==> src/rtl/alu_arbiter.sv <==
// alu_arbiter
// Shares one registered ALU (AND/OR/XOR/ADD) between four requesters.
// While idle it picks a requester round-robin, latches that requester's
// opcode and operands, runs the operation for ALU_LAT cycles, and then
// returns the result together with the winner's index.
//
// Ports:
//   clk      rising-edge clock
//   reset    synchronous active-high reset
//   req      per-requester request (level)
//   op_bus   2-bit opcode per requester, op_bus[2i+1:2i] for requester i
//   a_bus    operand A per requester, WIDTH bits per slot
//   b_bus    operand B per requester, WIDTH bits per slot
//   gnt      one-hot grant, one-cycle pulse in the first EXEC cycle
//   busy     high while the sequencer is not IDLE
//   done     one-cycle result-valid pulse
//   done_id  index of the requester that owns result
//   result   ALU result, held until the next done
//   carry    carry-out of ADD, 0 for logic ops
//
// state | meaning
// IDLE  | sampling req, waiting for a requester
// EXEC  | operation in flight, execute counter running down
// DONE  | result valid, done asserted for this cycle
module alu_arbiter #(
    parameter int WIDTH   = 8,
    parameter int ALU_LAT = 1
) (
    input  logic               clk,
    input  logic               reset,
    input  logic [3:0]         req,
    input  logic [7:0]         op_bus,
    input  logic [4*WIDTH-1:0] a_bus,
    input  logic [4*WIDTH-1:0] b_bus,
    output logic [3:0]         gnt,
    output logic               busy,
    output logic               done,
    output logic [1:0]         done_id,
    output logic [WIDTH-1:0]   result,
    output logic               carry
);

    typedef enum logic [1:0] {
        IDLE = 2'd0,
        EXEC = 2'd1,
        DONE = 2'd2
    } state_t;

    state_t             state_q, state_d;
    logic [3:0]         cnt_q, cnt_d;
    logic [1:0]         ptr_q, ptr_d;
    logic [1:0]         win_q, win_d;
    logic [1:0]         op_q, op_d;
    logic [WIDTH-1:0]   a_q, a_d;
    logic [WIDTH-1:0]   b_q, b_d;
    logic [3:0]         gnt_q, gnt_d;
    logic               busy_q, busy_d;
    logic               done_q, done_d;
    logic [1:0]         done_id_q, done_id_d;
    logic [WIDTH-1:0]   result_q, result_d;
    logic               carry_q, carry_d;

    logic               pick_valid;
    logic [1:0]         pick_idx;
    logic [WIDTH:0]     alu_out;

    // Round-robin pick: search ptr+1, ptr+2, ptr+3, ptr. The loop walks
    // from lowest to highest priority so the last hit is the winner.
    always_comb begin
        pick_valid = 1'b0;
        pick_idx   = ptr_q;
        for (int k = 4; k >= 1; k--) begin
            if (req[ptr_q + 2'(k)]) begin
                pick_valid = 1'b1;
                pick_idx   = ptr_q + 2'(k);
            end
        end
    end

    // Extra top bit carries the ADD carry-out; logic ops leave it 0.
    always_comb begin
        alu_out = '0;
        case (op_q)
            2'b00:   alu_out = {1'b0, a_q & b_q};
            2'b01:   alu_out = {1'b0, a_q | b_q};
            2'b10:   alu_out = {1'b0, a_q ^ b_q};
            default: alu_out = {1'b0, a_q} + {1'b0, b_q};
        endcase
    end

    always_comb begin
        state_d   = state_q;
        cnt_d     = cnt_q;
        ptr_d     = ptr_q;
        win_d     = win_q;
        op_d      = op_q;
        a_d       = a_q;
        b_d       = b_q;
        gnt_d     = 4'b0000;
        done_d    = 1'b0;
        done_id_d = done_id_q;
        result_d  = result_q;
        carry_d   = carry_q;

        case (state_q)
            IDLE: begin
                if (pick_valid) begin
                    win_d   = pick_idx;
                    op_d    = op_bus[2*pick_idx +: 2];
                    a_d     = a_bus[WIDTH*pick_idx +: WIDTH];
                    b_d     = b_bus[WIDTH*pick_idx +: WIDTH];
                    cnt_d   = 4'(ALU_LAT - 1);
                    gnt_d   = 4'b0001 << pick_idx;
                    state_d = EXEC;
                end
            end
            EXEC: begin
                if (cnt_q != 4'd0) begin
                    cnt_d = cnt_q - 4'd1;
                end else begin
                    result_d  = alu_out[WIDTH-1:0];
                    carry_d   = alu_out[WIDTH];
                    done_id_d = win_q;
                    ptr_d     = win_q;
                    done_d    = 1'b1;
                    state_d   = DONE;
                end
            end
            DONE: begin
                state_d = IDLE;
            end
            default: begin
                state_d = IDLE;
            end
        endcase

        busy_d = (state_d != IDLE);
    end

    always_ff @(posedge clk) begin
        if (reset) begin
            state_q   <= IDLE;
            cnt_q     <= '0;
            ptr_q     <= 2'd3;
            win_q     <= '0;
            op_q      <= '0;
            a_q       <= '0;
            b_q       <= '0;
            gnt_q     <= '0;
            busy_q    <= 1'b0;
            done_q    <= 1'b0;
            done_id_q <= '0;
            result_q  <= '0;
            carry_q   <= 1'b0;
        end else begin
            state_q   <= state_d;
            cnt_q     <= cnt_d;
            ptr_q     <= ptr_d;
            win_q     <= win_d;
            op_q      <= op_d;
            a_q       <= a_d;
            b_q       <= b_d;
            gnt_q     <= gnt_d;
            busy_q    <= busy_d;
            done_q    <= done_d;
            done_id_q <= done_id_d;
            result_q  <= result_d;
            carry_q   <= carry_d;
        end
    end

    assign gnt     = gnt_q;
    assign busy    = busy_q;
    assign done    = done_q;
    assign done_id = done_id_q;
    assign result  = result_q;
    assign carry   = carry_q;

endmodule

==> config.mk <==
export PLATFORM = sky130hd
export DESIGN_NAME = alu_arbiter
export DESIGN_NICKNAME = d
export VERILOG_FILES = /design/src/rtl/alu_arbiter.sv
export SDC_FILE = /design/constraint.sdc
export NUM_CORES = 1
export LEC_CHECK = 0
export CELL_PAD_IN_SITES_DETAIL_PLACEMENT = 1
export CELL_PAD_IN_SITES_GLOBAL_PLACEMENT = 1
export CORE_MARGIN = 1.5
export CORE_UTILIZATION = 30
export CTS_BUF_LIST = sky130_fd_sc_hd__clkbuf_16
export DETAILED_ROUTE_END_ITERATION = 7
export HOLD_SLACK_MARGIN = 0.15
export PLACE_DENSITY = 0.77
export SYNTH_ARGS = -nofsm -noshare
export SYNTH_HDL_FRONTEND = slang
export SYNTH_SLANG_ARGS = --single-unit
==> constraint.sdc <==
create_clock -name clk -period 3.76 [get_ports clk]
set_clock_uncertainty 0.1 [all_clocks]
set_input_delay 0.564 -clock clk [delete_from_list [all_inputs] [get_ports clk]]
set_output_delay 0.564 -clock clk [all_outputs]
set_load 0.005 [all_outputs]
Word level (Yosys, flattened, before mapping) --
Index checks and enable logic that the tools add are counted.
Word-level totals: register bits 45, output and inout port bits 17
Operators by class: bitwise gates (word level) 7, reduce and logical (&&, ||, !) cells 10, eq/ne operators 5, order comparisons 4, shift-type cells 4, multiplexer cells 23, add/sub/neg operators 5
Operators with widths (count):
- indexed part select 32 x 6 -> 8 bit | 2
- one-hot mux 9 bit (3 select lines) | 1
- < comparator 2 x 3 -> 1 bit, second input constant | 4
- two-way mux 2 bit | 5
- adder 8 x 8 -> 9 bit | 1
- two-way mux 1 bit | 9
- bitwise AND 8 bit | 1
- binary-select mux 1 bit (select 2 bit) | 4
- two-way mux 4 bit | 2
- OR 8 bit | 1
- one-hot mux 4 bit (2 select lines) | 1
- indexed part select 8 x 4 -> 2 bit | 1
- bitwise XOR 8 bit | 1
- adder 2 bit, second input constant | 2
- == test 2 x 1 -> 1 bit, second input constant | 2
- logical NOT 2 bit | 2
- != test 2 bit, second input constant | 2
- NOT 1 bit | 4
- one-hot mux 2 bit (2 select lines) | 1
- AND reduction 2 bit | 2
- nonzero test 2 bit | 2
- nonzero test 4 bit | 1
- << shifter 1 x 2 -> 4 bit, first input constant | 1
- subtractor 4 x 1 -> 4 bit, second input constant | 1
- other kinds (5) | 5

Logic depth before layout (Yosys ltp) --
Gate-level depths: netlist of the first run.
word-level depth 9, mapped depth 7, depth with buffers taken out 7

Least setup slack after synthesis of the first run --
No wires, ideal clock.
kind reg-to-reg, start reg a_q[0], end reg carry_q, in the netlist carry, slack 1.774 ns, required time 3.528 ns, clock period less this slack 1.986 ns, data arrival time 1.754 ns, library setup time 0.132 ns, cell stages (with the launch flop) 8, path through dfxtp_1 > ha_1 > fa_1 > a21o_1 > a221o_1 > o21a_1 > o21ai_0 > o21ai_0
Between the ends: word-level cells in the longest chain between the ends 2
Ends and longest elaborated chain:
- start: declaration | line 54 | logic [WIDTH-1:0] a_q, a_d;
- start signal: assignment | line 147 | a_q <= '0;
- start signal: assignment | line 161 | a_q <= a_d;
- adder 8 x 8 -> 9 bit | line 87 | default: alu_out = {1'b0, a_q} + {1'b0, b_q};
- one-hot mux 9 bit (3 select lines) | line 83 | case (op_q)
- end signal: assignment | line 168 | carry_q <= carry_d;
- end: declaration | line 61 | logic carry_q, carry_d;
No other way between the ends. A chain may end at the register's enable or synchronous reset.

Worst setup path after layout of the first run --
start in req[3], end reg b_q[4]
Between the ends: word-level cells in the longest chain between the ends 7, elaborated cells between the ends (all ways) 17
Ends and longest elaborated chain:
- start: declaration | line 31 | input logic [3:0] req,
- parallel branches: the longest is 7 deep, another holds indexed part select 32 x 6 -> 8 bit
- end signal: assignment | line 148 | b_q <= '0;
- end signal: assignment | line 162 | b_q <= b_d;
- end: declaration | line 55 | logic [WIDTH-1:0] b_q, b_d;
Several ways; the timed one is not identified. The select of a mux whose other input is x is not followed.

==> results of run 1 <==
==> cell usage in the layout (no fill, tap or decap), drive strengths merged, types with 9 or more instances in the layout <==
cell and count:
nand3 24, ha 17, o211ai 12, nand2 37, mux2 14, inv 26
nor2 22, a21oi 21, clkdlybuf4s50 94, mux2i 21, dfxtp 45, nor3 9
a211oi 9
==> through the flow <==
stage,power [mW],util
final,3.043,0.4269
after global routing,3.306,0.4269
after CTS,3.067,0.4269
after detailed placement,2.614,0.4122
after global placement,2.528,0.4122
after floorplan,2.135,-
==> Yosys cell counts, types with 3 or more instances <==
cell type  number  area (sq um)
dfxtp_1        45         900.9
nand2_1        37         138.9
inv_1          25         93.84
nand3_1        24         120.1
a21oi_1        21         105.1
mux2i_1        21         210.2
nor2_1         21         78.83
ha_1           17         212.7
mux2_2         13         146.4
o211ai_1       12         90.09
clkbuf_1        9         33.78
nor3_1          8         40.04
o21ai_0         8         40.04
a211oi_1        7         52.55
or3_1           7         43.79
a21o_1          5         37.54
buf_6           5         56.30
nor2b_1         5         31.28
a31oi_1         4         25.02
and3_1          4         25.02
buf_2           4         20.02
o221ai_1        4         35.03
a221oi_1        3         26.28
a2bb2oi_1       3         26.28
buf_1           3         11.26
nand2b_1        3         18.77
o22ai_1         3         18.77
==> worst max-delay path, delay by kind of cell <==
| kind | cells | cell delay, ps |
|---|---|---|
| AOI/OAI and AO/OA | 2 | 690 |
| and+or+nand+nor | 2 | 770 |
| buffers and inverters | 1 | 610 |
==> power breakdown <==
group          switching (mW)  internal, mW  total [mW]
registers               0.239         0.671       0.910
clock network           0.194         0.244       0.438
logic                   0.904         0.792        1.70
==> logic make-up (layout without fill, tap and decap cells) <==
kind of cell / count (synthesis) / count (layout) / synth area share
muxes: 37 / 37 / 0.1359
and+or+nand+nor: 122 / 122 / 0.2161
buffers and inverters: 48 / 132 / 0.07575
adders and majority gates: 18 / 18 / 0.07657
AOI/OAI and AO/OA: 84 / 84 / 0.1935
DFF: 45 / 45 / 0.2964
xor gates and xnor gates: 2 / 2 / 0.005765
==> flip-flops by register name (all words and copies together) (netlist names), 4 cells and up <==
signal,cells
b_q,8
a_q,8
result,8
cnt_q,4
gnt,4
==> how the worst min path moves through the flow <==
stage,from,endpoint,slack [ps],cells past startpoint
3_5_place_dp,done_id[0]$_SDFFE_PP0P_,done_id[0]$_SDFFE_PP0P_,350,2
2_1_floorplan,win_q[1]$_SDFFE_PP0P_,win_q[1]$_SDFFE_PP0P_,320,2
3_3_place_gp,win_q[1]$_SDFFE_PP0P_,win_q[1]$_SDFFE_PP0P_,330,2
4_1_cts,done_id[0]$_SDFFE_PP0P_,done_id[0]$_SDFFE_PP0P_,360,2
5_1_grt,result[6]$_SDFFE_PP0P_,result[6]$_SDFFE_PP0P_,370,2
6_report,result[6]$_SDFFE_PP0P_,result[6]$_SDFFE_PP0P_,350,2
==> metal layers <==
metal / wire length (microns) / GRT usage / part of all wire
met5: 0 / 0 / 0
met4: 175 / 0.05556 / 0.019
met3: 322 / 0.02706 / 0.036
met2: 4354 / 0.2929 / 0.48
met1: 4218 / 0.2180 / 0.47
==> area by class of cell <==
type,instances,area share
multi-input combinational,263,0.4552
clock buffer,5,0.02985
clock inverter,3,0.004478
inverter,25,0.02239
sequential,45,0.2149
timing repair buffer,99,0.2334
tap,133,0.03970
==> results.md, run 1 <==
- Outcome: finished clean
- Core area: 0.009819 sq mm
- Setup TNS: 0 ps
- Hold Path Class: reg -> reg
- CP endpoint kind: register
- Rel. slew slack: 0.4118
- DR vias: slightly below 3000
- Final wirelength: 9.070 mm
- Number of remaining DRC errors: 0
- Seq/Total Area, Yosys: 0.2964
- Starting density of the core: 0.3095
- Most used DFF post-synth: dfxtp_1
- Rows: 36
- Share of cells above drive strength 1: 0.08409
- Leakage: around 1.6 nW
- F_max: between 300 and 400 MHz
- DRT iter0 DRCs: 125
- RSZ-0062 raised after global routing: false
- CP max FO: 16
- Filler instances: 1189
- PD cells: 726.1 mW/mm^2
- Slowest stage delay, CP: 610 ps
- Global Route Usage Sum: 0.1706
- Fin nets: 535
- Vias in the first global route: 2967
- Multi-input logic area: 0.001908 sq mm
- Slew Viols, Final: 0
- Die width: ~100 microns
- Hold_buf cts: 0
- CTS tree: built
- Hpwl dp: 7.078 mm
- Startpoint class of the critical path: primary input
- Final hold viol count: 0
- Area Growth Syn to Fin: 37.92%
- Clk_lat worst skew: 290 ps
- Reg area: 900.9 sq um
- Die span in y: 103.7 microns
- Post-CTS resize count: 0
- Syn avg cell area: 8.537 sq um
- Critical path cell sequence: clkdlybuf4s50_1, or3_1, o31a_1, nand2b_1, o221ai_1
- Largest net degree at the start of global routing: 36
- I/O pin count: 95
- Buffers on Ports: 94
- Initial antenna violation count: 0
- Synth Register Bits: 45
- Post-Syn Area: 0.003039 sq mm
- Final ANT Viol Nets: 0
- Post-placement cell area: 0.004048 sq mm
- Unique masters post-synth: 54
- Fraction of registers with async set/reset: 0
- Clock root cell: clkbuf_16
- Synthesized instance count: 356
- Clock Path Buffers: 2
- Clk sink count: 45
- Critical Path RT: 3790 ps
- Vias/cell: 5.049
- Inserted Clock Buffers: 5
- Max_cap viols: 0
- Slew at the pin closest to its max-slew limit: 880.0 ps
- Dpl ws: roughly 830 ps
- Mapped Nets: 452
- GP Congestion: 0.8526
- H-tree depth: 2
- Cells after DPL: 565
- Worst EP arrival: approximately 2700 ps
- Min setup slack post-route: roughly 1100 ps
- First-pass GRT wire length: 14.88 mm
- Post-CTS Setup Inserts: 0
- Slowest CP cell: clkdlybuf4s50_1
- Hold slack: 348.4 ps
- Number of synthesized flops with an enable pin: 0
- Ys Warns: 0
- Reg2reg setup slack: 1480 ps
- Finished layout cell area: 0.004192 sq mm
- Router iterations before antenna repair: 4
- # diodes: 0
- Period Utilization, post-route: 0.6945
- Endpoints failing setup: 0
- Grt ovf: 0
- Shortest period the worst path allows: roughly 2600 ps
- CP Class: in -> reg
- Maximum vdd drop: 0.3383 mV
- Non-Filler Instances: 573
- Setup crit end: b_q[4]$_SDFFE_PP0P_
- Die ar.: between 0.01 and 0.015 sq mm
- Reg2reg end: b_q[4]$_SDFFE_PP0P_
- Reg clk slew, reported paths: ~70 ps
- CP Launch Point: req[3]
- Reg2reg path depth: 4
- Wire length per cell: 15.83 microns
- Reg-to-reg startpoint: ptr_q[1]$_SDFFE_PP1P_
(Power assumes the default switching activity.)
==> run 2, diff against run 1 <==
- PLACE_DENSITY: 0.77 -> 0.8
- clock period: 3.76 -> 2.2 ns (I/O delays scaled with it)
==> results.md, run 2 (synthesized netlist as in run 1, its figures left out) <==
- Vias in the first global route: 3238 (+9.1%)
- Commonest non-fill, non-tap cell in the layout: clkdlybuf4s50_1
- Global Route Usage Sum: 0.1891 (+0.01859)
- Hpwl dp: 7.669 mm (+8.3%)
- CP max FO: 3 (-13)
- RSZ-0062 raised after global routing: false
- Cells after DPL: 592 (+4.8%)
- Slowest stage delay, CP: 380 ps (-230 ps)
- Fin nets: 566 (+5.8%)
- Worst EP arrival: 2180 ps (-470 ps)
- Slowest CP cell: fa_2
- Clk sink count: 45 (unchanged)
- Buf/Inv on CP: 0 (-1)
- Outcome: finished clean
- DR vias: 3085 (+6.6%)
- Clock Path Buffers: 2 (unchanged)
- DRT iter0 DRCs: 81 (-35%)
- Largest net degree at the start of global routing: 36 (unchanged)
- First-pass GRT wire length: 16.35 mm (+9.9%)
- Slew Viols, Final: 0 (unchanged)
- Reg clk slew, reported paths: 60 ps (about the same)
- Share of cells above drive strength 1: 0.1486 (+0.06453)
- Die ar.: 0.01074 sq mm (unchanged)
- Die span in y: 103.7 microns (unchanged)
- Initial antenna violation count: 0 (unchanged)
- Final Util: 0.4601 (+0.03326)
- Reg2reg path depth: 7 (+3)
- F_max: 475.4 MHz
- Die width: 103.7 microns (unchanged)
- Hold_buf cts: 0 (unchanged)
- Shortest period the worst path allows: 2103 ps
- Buffers on Ports: 94 (unchanged)
- Non-Filler Instances: 604 (+5.4%)
- Startpoint class of the critical path: register
- Final hold viol count: 0 (unchanged)
- I/O pin count: 95 (unchanged)
- Critical path cell sequence: ha_1, fa_2, a21o_1, a221o_1, mux2i_1, o211ai_1, nand2_1
- Period Utilization, post-route: 0.9560
- Leakage: 1.859 nW (+14%)
- GP Congestion: 0.8226 (-3.5%)
- PD cells: 1304 mW/mm^2 (+80%)
- Grt ovf: 0 (unchanged)
- CP Class: reg -> reg
- Clock root cell: clkbuf_16
- Rel. slew slack: 0.5281 (+0.1162)
- CTS tree: built
- Reg area: 902.1 sq um (+0.14%)
- Most frequent cells in the layout: clkdlybuf4s50_1, dfxtp_1, nand2_1
- Number of remaining DRC errors: 0 (unchanged)
- Slew at the pin closest to its max-slew limit: 702.6 ps (-177.3 ps)
- Endpoints failing setup: 0 (unchanged)
- # diodes: 0 (unchanged)
- Worst hold stages: 2 (unchanged)
- Multi-input logic area: 0.001938 sq mm (+1.6%)
- Family with the most delay on the worst path: compound AO/OA/AOI/OAI gates
- Final ANT Viol Nets: 0 (unchanged)
- Hold Path Class: reg -> reg
- Area Growth Syn to Fin: 48.66%
- Maximum vdd drop: 0.5236 mV (+55%)
- H-tree depth: 2 (unchanged)
- Critical path depth: 7 (+2)
- Router iterations before antenna repair: 4 (unchanged)
- Clk_lat worst skew: 290 ps (about the same)
- Rows: 36 (unchanged)
- Vias/cell: 5.108 (+1.2%)
- Filler instances: 1215 (+2.2%)
- Final wirelength: 10.15 mm (+12%)
- Critical Path RT: 2270 ps (-1520 ps)
- Wire length per cell: 16.81 microns (+6.2%)
- Setup TNS: 0 ps (unchanged)
- Overall power: 5.892 mW (+94%)
- Max_cap viols: 0 (unchanged)
- Inserted Clock Buffers: 5 (unchanged)
- Starting density of the core: 0.3095 (unchanged)
- CP endpoint kind: register
- Core area: 0.009819 sq mm (unchanged)
[run 2: cell types whose count changed in the layout (fill, tap and decap cells not counted), sizes merged]
cell,delta
buf,+30
clkdlybuf4s50,-4
dlymetal6s2s,+4
clkinvlp,-2
bufinv,+1
clkinv,+1
nor4,+1
[run 2: through the flow]
step	worst slack [ps]	instance area (sq um)	hold slack [ps]
after global routing	37.01	4518	382.7
after global placement	-505.9	4275	342.4
after floorplan	214.1	3039	322.7
final	96.71	4518	351.9
after CTS	20.15	4482	356.6
after detailed placement	-679.0	4275	347.3
[run 2: worst paths after layout]
| path | from | endpoint | slack, ps |
|---|---|---|---|
| max | a_q[0]$_SDFFE_PP0P_ | result[6]$_SDFFE_PP0P_ | 100 |
| max reg2reg | a_q[0]$_SDFFE_PP0P_ | result[6]$_SDFFE_PP0P_ | 100 |
| min reg2reg | result[6]$_SDFFE_PP0P_ | result[6]$_SDFFE_PP0P_ | 350 |
| min | result[6]$_SDFFE_PP0P_ | result[6]$_SDFFE_PP0P_ | 350 |
[run 2: what timing repair did]
item,4_1_cts,5_1_grt
setup endpoints to repair,22,21
pin swaps,2,2
gates cloned,1,0
buffers inserted,1,2
hold endpoints to repair,0,0
resized for setup,2,8
[run 2: final cells by class]
| type | count | share of cell area |
|---|---|---|
| Clock buffer | 5 | 0.02769 |
| Clock inverter | 3 | 0.008308 |
| Inverter | 25 | 0.02077 |
| Multi-Input combinational cell | 264 | 0.4290 |
| Sequential cell | 45 | 0.1997 |
| Tap cell | 133 | 0.03683 |
| Timing Repair Buffer | 129 | 0.2778 |
[run 2: worst reg2reg max path: stages (launching register included)]
cell and delay [ps]:
dfxtp_1 310, ha_1 220, fa_2 380, a21o_1 190, a221o_1 330, mux2i_1 140
o211ai_1 240, nand2_1 70
[run 2: where the power goes]
group,internal [mW],switching [mW]
logic,1.74,1.77
clock network,0.528,0.323
registers,1.15,0.389
total,3.41,2.48
[run 2: routing by layer]
layer	vias up	track usage	share of wire
met5	-	0	0
met4	0	0.06548	0.022
met3	20	0.04657	0.046
met2	78	0.3362	0.50
met1	1474	0.2208	0.43
li1	1513	-	-
